--- config.mk ---
export PLATFORM = sky130hd
export DESIGN_NAME = nco_sweep
export DESIGN_NICKNAME = d
export VERILOG_FILES = /design/src/rtl/nco_sweep_pkg.sv /design/src/rtl/nco_dwell_timer.sv /design/src/rtl/nco_sweep.sv
export SDC_FILE = /design/constraint.sdc
export NUM_CORES = 1
export LEC_CHECK = 0
export ABC_AREA = 1
export BUFFER_PORTS_ARGS = -buffer_cell sky130_fd_sc_hd__clkbuf_2
export CAP_MARGIN = 15
export CORE_ASPECT_RATIO = 0.8
export CORE_MARGIN = 10
export CORE_UTILIZATION = 45
export CTS_BUF_LIST = sky130_fd_sc_hd__clkbuf_2
export DETAILED_ROUTE_END_ITERATION = 6
export PLACE_DENSITY = 0.67
export SYNTH_ARGS = -nofsm -noshare
export SYNTH_HDL_FRONTEND = slang
export SYNTH_SLANG_ARGS = --single-unit
--- constraint.sdc ---
create_clock -name clk -period 3.4 [get_ports clk]
set_input_delay 0.51 -clock clk [delete_from_list [all_inputs] [get_ports clk]]
set_output_delay 0.51 -clock clk [all_outputs]
set_load 0.02 [all_outputs]
--- src/rtl/nco_sweep_pkg.sv ---
// nco_sweep_pkg: shared types and default widths for the NCO sweep controller.
// The DOWN state is only reached when NCO_SWEEP_BIDIR_EN is defined.
package nco_sweep_pkg;

  localparam int NCO_N  = 32;  // control-word width, matches the NCO
  localparam int NCO_DW = 16;  // dwell counter width

  typedef enum logic [1:0] {
    IDLE = 2'd0,
    UP   = 2'd1,
    DOWN = 2'd2
  } sweep_state_t;

endpackage

--- src/rtl/nco_dwell_timer.sv ---
// nco_dwell_timer: loadable down-counter that pulses tc when it reaches zero
// while enabled, and reloads itself so each frequency lasts reload_val+1 cycles.
module nco_dwell_timer
  import nco_sweep_pkg::*;
#(
  parameter int DW = NCO_DW
) (
  input  logic          clk,
  input  logic          rst,
  input  logic          en,
  input  logic          load,
  input  logic          clr,
  input  logic [DW-1:0] load_val,
  input  logic [DW-1:0] reload_val,
  output logic          tc
);

  logic [DW-1:0] cnt_r;

  assign tc = en && (cnt_r == {DW{1'b0}});

  // Counter: clear beats load beats count; reload on terminal count.
  always_ff @(posedge clk or negedge rst) begin
    if (!rst) begin
      cnt_r <= {DW{1'b0}};
    end else if (clr) begin
      cnt_r <= {DW{1'b0}};
    end else if (load) begin
      cnt_r <= load_val;
    end else if (en) begin
      if (cnt_r == {DW{1'b0}}) begin
        cnt_r <= reload_val;
      end else begin
        cnt_r <= cnt_r - {{(DW-1){1'b0}}, 1'b1};
      end
    end else begin
      cnt_r <= cnt_r;
    end
  end

endmodule

--- src/rtl/nco_sweep.sv ---
// nco_sweep: stepped linear chirp generator feeding the NCO control word.
// Optional macro NCO_SWEEP_BIDIR_EN adds a DOWN leg back to f_start.
// ctrl never wraps: the step sum is formed one bit wider and clipped.
module nco_sweep
  import nco_sweep_pkg::*;
#(
  parameter int N  = NCO_N,
  parameter int DW = NCO_DW
) (
  input  logic          clk,
  input  logic          rst,
  input  logic          start,
  input  logic          stop,
  input  logic [N-1:0]  f_start,
  input  logic [N-1:0]  f_stop,
  input  logic [N-1:0]  f_step,
  input  logic [DW-1:0] dwell,
  output logic [N-1:0]  ctrl,
  output logic          busy,
  output logic          done
);

  sweep_state_t  state_r;
  logic [N-1:0]  ctrl_r;
  logic          busy_r;
  logic          done_r;
  logic [N-1:0]  f_stop_r;
  logic [N-1:0]  f_step_r;
  logic [DW-1:0] dwell_r;

  logic [N:0]    sum_s;
  logic [N-1:0]  up_next_s;
  logic          up_at_end_s;
  logic          reverse_s;
  logic          finish_s;
  logic          tc_s;
  logic          load_s;
  logic          clr_s;
  logic [N-1:0]  dn_next_s;

`ifdef NCO_SWEEP_BIDIR_EN
  logic [N-1:0]  f_start_r;
  logic [N:0]    diff_s;
  logic          dn_at_end_s;

  // Down step: subtract in N+1 bits, clip at f_start on underflow or overshoot.
  always_comb begin
    diff_s = {1'b0, ctrl_r} - {1'b0, f_step_r};
    if ((f_step_r == {N{1'b0}}) || diff_s[N] || (diff_s[N-1:0] <= f_start_r)) begin
      dn_next_s = f_start_r;
    end else begin
      dn_next_s = diff_s[N-1:0];
    end
    dn_at_end_s = (ctrl_r <= f_start_r);
    reverse_s   = (f_stop_r > f_start_r);
  end
`else
  assign dn_next_s = ctrl_r;
  assign reverse_s = 1'b0;
`endif

  // Up step: add in N+1 bits, clip at f_stop on carry or overshoot; zero step jumps.
  always_comb begin
    sum_s = {1'b0, ctrl_r} + {1'b0, f_step_r};
    if ((f_step_r == {N{1'b0}}) || sum_s[N] || (sum_s[N-1:0] >= f_stop_r)) begin
      up_next_s = f_stop_r;
    end else begin
      up_next_s = sum_s[N-1:0];
    end
    up_at_end_s = (ctrl_r >= f_stop_r);
  end

  // Decide whether the current step event ends the sweep.
  always_comb begin
    finish_s = 1'b0;
    case (state_r)
      UP:      finish_s = up_at_end_s && !reverse_s;
`ifdef NCO_SWEEP_BIDIR_EN
      DOWN:    finish_s = dn_at_end_s;
`endif
      default: finish_s = 1'b0;
    endcase
  end

  assign load_s = (state_r == IDLE) && start && !stop;
  assign clr_s  = (state_r != IDLE) && (stop || (tc_s && finish_s));

  nco_dwell_timer #(.DW(DW)) u_timer (
    .clk        (clk),
    .rst        (rst),
    .en         (busy_r),
    .load       (load_s),
    .clr        (clr_s),
    .load_val   (dwell),
    .reload_val (dwell_r),
    .tc         (tc_s)
  );

  // Sweep FSM with registered ctrl/busy/done and parameter shadows.
  always_ff @(posedge clk or negedge rst) begin
    if (!rst) begin
      state_r  <= IDLE;
      ctrl_r   <= {N{1'b0}};
      busy_r   <= 1'b0;
      done_r   <= 1'b0;
      f_stop_r <= {N{1'b0}};
      f_step_r <= {N{1'b0}};
      dwell_r  <= {DW{1'b0}};
`ifdef NCO_SWEEP_BIDIR_EN
      f_start_r <= {N{1'b0}};
`endif
    end else begin
      done_r <= 1'b0;
      case (state_r)
        IDLE: begin
          if (start && !stop) begin
            f_stop_r <= f_stop;
            f_step_r <= f_step;
            dwell_r  <= dwell;
`ifdef NCO_SWEEP_BIDIR_EN
            f_start_r <= f_start;
`endif
            ctrl_r  <= f_start;
            busy_r  <= 1'b1;
            state_r <= UP;
          end else begin
            state_r <= IDLE;
          end
        end
        UP: begin
          if (stop) begin
            busy_r  <= 1'b0;
            state_r <= IDLE;
          end else if (tc_s) begin
            if (finish_s) begin
              done_r  <= 1'b1;
              busy_r  <= 1'b0;
              state_r <= IDLE;
            end else if (up_at_end_s) begin
              ctrl_r  <= dn_next_s;
              state_r <= DOWN;
            end else begin
              ctrl_r <= up_next_s;
            end
          end else begin
            state_r <= UP;
          end
        end
`ifdef NCO_SWEEP_BIDIR_EN
        DOWN: begin
          if (stop) begin
            busy_r  <= 1'b0;
            state_r <= IDLE;
          end else if (tc_s) begin
            if (finish_s) begin
              done_r  <= 1'b1;
              busy_r  <= 1'b0;
              state_r <= IDLE;
            end else begin
              ctrl_r <= dn_next_s;
            end
          end else begin
            state_r <= DOWN;
          end
        end
`endif
        default: begin
          busy_r  <= 1'b0;
          state_r <= IDLE;
        end
      endcase
    end
  end

  assign ctrl = ctrl_r;
  assign busy = busy_r;
  assign done = done_r;

endmodule

# --- Word level (Yosys, flattened, before mapping) ---
# Index checks and enable logic that the tools add are counted.
totals:
  wordCells: 67
  inputBits: 116
  output_inout_bits: 34
  regBits: 132
op_classes:
  order_cmp: 2
  muxes: 27
  eq_ne: 9
  reduce_logical: 19
  add_sub_neg: 2
ops:
  columns: ["operator", "n"]
  rows:
  - ["32-bit 2-to-1 mux", 6]
  - ["32-bit >= comparator", 2]
  - ["16-bit 2-to-1 mux", 4]
  - ["32-bit case mux with 2 select lines", 1]
  - ["32-bit by 32-bit adder with 33-bit output", 1]
  - ["32-bit logical NOT", 1]
  - ["16-bit logical NOT", 1]
  - ["16-bit by 1-bit subtractor with 16-bit output (second input constant)", 1]
  - ["1-bit 2-to-1 mux", 10]
  - ["2-bit 2-to-1 mux", 4]
  - ["2-bit != test (second input constant)", 4]
  - ["1-bit logical AND", 6]
  - ["3-bit != test (second input constant)", 2]
  - ["6-bit AND reduction", 1]
  - ["5-bit != test (second input constant)", 1]
  - ["2-bit case mux with 2 select lines", 1]
  - ["2-bit nonzero test", 2]
  - ["1-bit logical OR", 3]
  - ["3-bit AND reduction", 1]
  - ["3-bit nonzero test", 1]
  - ["2-bit by 1-bit equality test with 1-bit output (second input constant)", 1]
  - ["2-bit logical NOT", 1]
  - ["2-bit by 1-bit != test with 1-bit output (second input constant)", 1]
  - ["1-bit case mux with 2 select lines", 1]
  - ["other kinds (2)", 2]

# --- Depth between registers and ports, before layout ---
# Gate-level depths: netlist (run 1).
logic_depth:
  ltp_word: 9
  ltp_mapped: 27
  mapped_depth_nobuf: 27

# --- Cells and area by module ---
# A second synthesis (run 1) with hierarchy kept.
unflattened:
  hier_cells: 1704
  area_unflattened_um2: 10856.7
modules_own_cells:
  columns: ["mod", "seq_area_each_um2", "cells_per_inst", "n_inst", "area_each_um2"]
  rows:
  - ["nco_sweep", 2902.8, 1432, 1, 9303.9]
  - ["nco_dwell_timer", 400.4, 272, 1, 1552.7]

# --- Least setup slack after synthesis (run 1) ---
# OpenSTA, ideal clock, no wires.
synth_timing:
  kind: "reg-to-reg"
  from: "register ctrl_r[0] (netlist: ctrl[0])"
  to: "register ctrl_r[19] (netlist: ctrl[19])"
  t_required_ps: 3323
  stages_incl_launch_ff: 26
  t_arrival_ps: 3212
  path_buffers: 1
  synth_period_minus_slack_ps: 3289
  setup_ps: 77
  slack_ps: 111
  path_cell_list: "dfrtp_1 > ha_1 > fa_1 > nand2_1 > nand2_1 > nand3_1 > nand2_2 > nand2_1 > nand2_1 > nand2_1 > nand3_1 > nand2_1 > inv_1 > ha_1 > nand4_1 > inv_1 > nand2_1 > nand2_1 > nor2_1 > nand2_2 > nor2_8 > nand3_4 > buf_6 > nand2_1 > nand3_1 > a21oi_1"
synth_via:
  elab_chain_cells: 9
  word_cells_on_any_way: 15
  cone_classes: "1 x add/sub; 2 x order compare; 2 x eq/ne; 7 x mux; 3 x reduce/logical"
synth_rtl:
  columns: ["element", "line_no", "text"]
  rows:
  - ["start: declaration", "nco_sweep.sv:24", "logic [N-1:0] ctrl_r;"]
  - ["start signal: assignment", "nco_sweep.sv:103", "ctrl_r <= {N{1'b0}};"]
  - ["start signal: assignment", "nco_sweep.sv:123", "ctrl_r <= f_start;"]
  - ["start signal: assignment", "nco_sweep.sv:140", "ctrl_r <= dn_next_s;"]
  - ["32-bit by 32-bit adder with 33-bit output", "nco_sweep.sv:64", "sum_s = {1'b0, ctrl_r} + {1'b0, f_step_r};"]
  - ["32-bit >= comparator / 1-bit logical OR (equally long branches)", "nco_sweep.sv:65", "if ((f_step_r == {N{1'b0}}) || sum_s[N] || (sum_s[N-1:0] >= f_stop_r)) begin"]
  - ["1-bit logical OR", "nco_sweep.sv:65", null]
  - ["32-bit 2-to-1 mux", "nco_sweep.sv:65", null]
  - ["32-bit 2-to-1 mux", "nco_sweep.sv:139", "end else if (up_at_end_s) begin"]
  - ["32-bit 2-to-1 mux", "nco_sweep.sv:135", "if (finish_s) begin"]
  - ["32-bit 2-to-1 mux", "nco_sweep.sv:134", "end else if (tc_s) begin"]
  - ["32-bit 2-to-1 mux", "nco_sweep.sv:131", "if (stop) begin"]
  - ["32-bit case mux with 2 select lines", "nco_sweep.sv:114", "case (state_r)"]
# Several ways; a longest one is shown, not always the timed one. The select of a mux whose other input is x is not followed.
# A chain may end at the register's enable or synchronous reset.

# --- Final worst setup path (run 1) ---
layout_timing:
  from: "register ctrl_r[1] (netlist: ctrl[1])"
  to: "register ctrl_r[30] (netlist: ctrl[30])"
# The elaborated chain is that of the path after synthesis.

==> results of run 1 <==
[what timing repair did]
item	CTS	global route
hold endpoints to repair	161	0
setup endpoints to repair	32	32
resized for setup	183	140
hold buffers	91	0
pin swaps	63	87
gates cloned	3	0
buffers inserted	31	10
[state kept, by name (all words and copies together) (netlist names)]
name and cells:
dwell_r 16, busy 1, done 1, state_r 2, f_stop_r 32, ctrl 32, f_step_r 32, u_timer.cnt_r 16
[final cells by class]
type | instances | area, sq um
diodes | 1 | 2.50
clock buffers | 17 | 85.1
clock inverters | 15 | 166
fillers | 2142 | 7950
inverters | 253 | 952
multi-input cells | 1238 | 7770
flip-flops and latches | 132 | 3310
well taps | 318 | 398
repair buffers | 473 | 3550
[where the power goes]
part / switching [mW] / leakage [nW] / internal (mW) / total [mW]
Clock: 0.762 / 0.144 / 0.357 / 1.12
Combinational: 5.02 / 6.68 / 4.06 / 9.08
Sequential: 0.299 / 1.58 / 1.90 / 2.20
[cell families after synthesis]
logic type                 count (synthesis)  synth area share (%)
other                                      1                0.0342
adders and majority gates                 98                  11.2
DFF                                      132                  30.1
xor gates and xnor gates                  20                  1.60
AOI/OAI and AO/OA                        217                  10.6
and+or+nand+nor                          902                  35.5
buffers and inverters                    301                  10.9
[cells in the final DEF (no fill, tap or decap), types with 30 or more instances in the layout]
cell type	count
nand2_1	438
inv_1	234
buf_4	213
clkbuf_2	165
nor2_1	137
dfrtp_1	128
a21oi_1	94
dlygate4sd3_1	91
nand2_2	83
ha_1	61
nor2_2	56
o21ai_0	54
nand4_1	46
a21oi_2	35
nand3_2	33
ha_4	32
nand3_1	30
[final timing paths]
path / startpoint / end / slack, ns
setup / recovery: ctrl[1] / ctrl[30] / -0.19
hold / removal: f_start[26] / ctrl[26] / 0.04
setup reg to reg: ctrl[1] / ctrl[30] / -0.19
hold reg to reg: dwell_r[4] / dwell_r[4] / 0.53
max in group asynchronous: rst / f_step_r[0] / 2.38
min in group asynchronous: rst / ctrl[14] / 0.25
[layer usage]
layer  wire length, microns  share of wire (%)
met5                     12              0.028
met4                    792                1.9
met3                   3550                8.4
met2                  19200                 45
met1                  18800                 44
[metrics by stage]
step / TNS [ns] / worst slack (ns) / cells
finish: -4.20 / -0.187 / 2447
global route: -9.39 / -0.373 / 2447
CTS: -2.33 / -0.151 / 2444
detailed placement: -9.31 / -0.326 / 2287
global placement: -9.11 / -0.305 / 2287
floorplan: 0 / 0.111 / 1671
[critical path, delay by kind of cell, from the launching register on]
kind | cells | cell delay, ns
and+or+nand+nor | 20 | 1.83
buffers and inverters | 5 | 0.54
adders and majority gates | 2 | 0.59
DFF | 1 | 0.47
AOI/OAI and AO/OA | 1 | 0.06
==> flow_summary.ini, run 1 <==
[synth]
ys_ff_latch = 132
syn-mean-instance-area_sq_um = 6.56
ys_types = 49
ys_seq_area_share_pct = 30.1
synth_top_area_cell = dfrtp_1
synth.most_common_cell = nand2_1
async_flop_share_pct = 100
syn-num-nets = 1885
synthTopCellsByCount = nand2_1 (535), inv_1 (245), nor2_1 (172)
syn_inst = 1671
netlist_area_sq_um = 11000
yosys_warnings = 0
ys_top_cells_by_area = dfrtp_1 (30%), nand2_1 (18%), ha_1 (11%)
synth.top_cell.area_share_pct = 30.1
synthFlopType = dfrtp_1
synth-edff-count = 0

[global_route]
grt_pass1_wl_mm = 66.6
top_usage_layer = met2
use_met1_pct = 36.0
grt_max_degree = 75
grt.overflow.total = 0
antenna_found_initial = 2
met2_usage_pct = 41.9
grt_use_met3_pct = 5.40
grt_pass1_vias = 12500
grt_use_total_pct = 26.4

[pwr]
power.total_mw = 12.4
power.density_nw_per_um2 = 764
leakagePower_nw = 8.41
ir_worst_vdd_mv = 0.321

[setup_path]
arrival_ns = 4.32
start_kind = flip-flop
critPathKind = reg2reg
cpMostUsedCell = nand2_2
endpoint_kind = flip-flop
required_ns = 4.13
crit_slowest_cell = dfrtp_1
worst_r2r_path_depth = 28
max_stage_delay_ns = 0.47
cp_max_fo = 7

[route]
first_pass_iters = 6
drt_iter0_drc = 1019
vias = 12800
drt-total-wl_mm = 42.4
wire_per_inst_microns = 17.3
ant_nets = 0
avgViaCountPerCell = 5.21
drc = 0

[final_layout]
final_layout_size_suffix_gt1_share_pct = 34.8
area_growth_pct = 48.0
finalInstanceArea_sq_um = 16200
fin_nets = 2329
fin_util_pct = 67.1

[sta]
worst_pin_slew_ns = 0.901
slew_viol_final = 0
max_freq_mhz = 279
fin_crit_sh_pct = 106
fin_ws_ns = -0.187
whs_ns = 0.0443
finalSetupViolations = 32
skew_ns = 0.0559
finalHoldViolCount = 0
rsz0062_at_grt = yes
maxSlewHeadroom_pct = 39.8
min_period_ns = 3.59

[floorplanning]
dieHeight_microns = 160
num_rows = 51
fp.coreArea_sq_um = 24200
die_area_sq_um = 31100
start_util_pct = 45.4
ios = 150
die_w_microns = 195

[hold_path]
whs_path_depth = 5
min_path_type = in2reg

[clock_network]
root_buffer = clkbuf_2
numCtsBuffers = 17
cts_buffer_depth = 2
cts.clk_slew.worst_paths_ns = 0.25
htreeDepth = 4
cts.sinks = 132
cts_tree = yes
clk_latency_ns = 0.83

[placed_design]
post_dp_cell_area_sq_um = 13400
place_congestion = 0.985
portBuffers = 149
dp_hpwl_mm = 30.5

[flow_run]
maxCapViolCount = 0

[outcome]
violations = setup timing
status = finished, violations left
Note: power is estimated with default switching activity, not from simulation.
==> run 2, diff against run 1 <==
CORE_MARGIN = 2   (was 10)
CTS_BUF_LIST = not set   (was sky130_fd_sc_hd__clkbuf_2)
==> run 2 against run 1 <==
Largest power group unchanged. Combinational power up 3.0%. Critical path type unchanged. The flow still finishes with violations (setup timing). Critical endpoint is now ctrl[9]. Final cell count down 3.0%. Global-route usage up 4.7 points. Via count down 2.3%. Maximum frequency down 1.7%. Clock power up 72%.
==> flow_summary.ini, run 2 (same netlist as run 1, synthesis figures left out) <==
[hold_path]
min_path_type = in2async

[setup_path]
endpoint_kind = flip-flop
timing.rr.start = ctrl[16]
max_stage_delay_ns = 0.41
required_ns = 3.77
arrival_ns = 4.02
crit_start = ctrl[16]
cp_max_fo = 5
cpMostUsedCell = nand2_1
critPathKind = reg2reg
crit_slowest_cell = dfrtp_1
start_kind = flip-flop

[sta]
fin_ws_ns = -0.247
rsz0062_at_grt = yes
min_period_ns = 3.65
finalSetupViolations = 32
maxSlewHeadroom_pct = 46.8
finalHoldViolCount = 0
worst_pin_slew_ns = 0.798
max_freq_mhz = 274
skew_ns = 0.0176
whs_ns = 0.0401
fin_crit_sh_pct = 107
fin_setup_tns_ns = -4.58
slew_viol_final = 0

[clock_network]
ctsHoldBuffers = 0
cts_tree = yes
cts_buffer_depth = 2
clk_latency_ns = 0.45
cts.clk_slew.worst_paths_ns = 0.07
root_buffer = clkbuf_16
htreeDepth = 4
cts.sinks = 132
numCtsBuffers = 17

[outcome]
violations = setup timing
status = finished, violations left

[final_layout]
final_layout_size_suffix_gt1_share_pct = 34.9
n_fill_cell = 2100
diodes = 0
layout_commonest_cell = nand2_1
finalInstanceArea_sq_um = 15800
final_cell_mix = nand2_1 (449), inv_1 (234), buf_4 (227)
fin_util_pct = 65.4
area_growth_pct = 43.9
finalNonFillerCells = 2374
fin_nets = 2258

[pwr]
ir_worst_vdd_mv = 0.494
leakagePower_nw = 8.34
power.density_nw_per_um2 = 855
power.total_mw = 13.5

[floorplanning]
num_rows = 51
dieHeight_microns = 144
start_util_pct = 45.5
die_area_sq_um = 25600
fp.coreArea_sq_um = 24100
die_w_microns = 179
ios = 150

[route]
wire_per_inst_microns = 17.0
drt_iter0_drc = 1185
first_pass_iters = 5
drt-total-wl_mm = 40.3
drc = 0
vias = 12500
avgViaCountPerCell = 5.25
ant_nets = 0

[global_route]
grt_pass1_wl_mm = 61.5
met2_usage_pct = 46.6
grt_use_total_pct = 31.0
grt.overflow.total = 0
grt_max_degree = 68
grt_use_met3_pct = 4.97
top_usage_layer = met2
antenna_found_initial = 0
use_met1_pct = 45.4
grt_pass1_vias = 11600

[placed_design]
portBuffers = 149
placed_cells = 2286
pre_cts_ws_ns = -0.388
post_dp_cell_area_sq_um = 13400
place_congestion = 0.977
dp_hpwl_mm = 28.5

[flow_run]
maxCapViolCount = 0
==> run 2: layer usage <==
metal,up-vias,share of wire (%)
met5,-,0
met4,0,2.5
met3,77,8.1
met2,520,44
met1,5841,46
li1,6034,-
==> run 2: worst max-delay path: cells and delay by family (launching register included) <==
| family | cells | cell delay (ns) |
|---|---|---|
| AOI/OAI and AO/OA | 2 | 0.32 |
| DFF | 1 | 0.41 |
| adders and majority gates | 2 | 0.48 |
| and+or+nand+nor | 20 | 1.59 |
| buffers and inverters | 6 | 0.75 |
==> run 2: cell type report <==
cell class	instances	area (sq um)	share of cell area, %
inverter	253	952	6.03
clock buffer	19	453	2.87
tap	318	398	2.52
multi-input combinational	1238	7630	48.4
timing repair buffer	402	2890	18.3
sequential	132	3310	21.0
clock inverter	12	146	0.928
==> run 2: where the power goes <==
group	switching [mW]	internal, mW	leakage [nW]	total (mW)
clock	0.804	1.13	0.285	1.93
sequential	0.296	1.91	1.58	2.20
combinational	5.06	4.30	6.48	9.35
==> run 2: timing repair <==
action / in CTS / in global routing
gates cloned: 3 / 2
buffers inserted: 34 / 18
setup endpoints to repair: 32 / 32
gates resized for setup: 140 / 140
pin swaps: 68 / 77
==> run 2: worst paths after layout <==
| path | to | slack, ns | cells past startpoint |
|---|---|---|---|
| worst max-delay path | ctrl[9] | -0.25 | 30 |
| worst max register to register | ctrl[9] | -0.25 | 30 |
| worst min-delay path | f_step_r[13] | 0.04 | 1 |
| worst min register to register | dwell_r[14] | 0.48 | 2 |
| max in group asynchronous | done | 2.57 | 2 |
| min in group clk | f_step_r[1] | 0.26 | 3 |
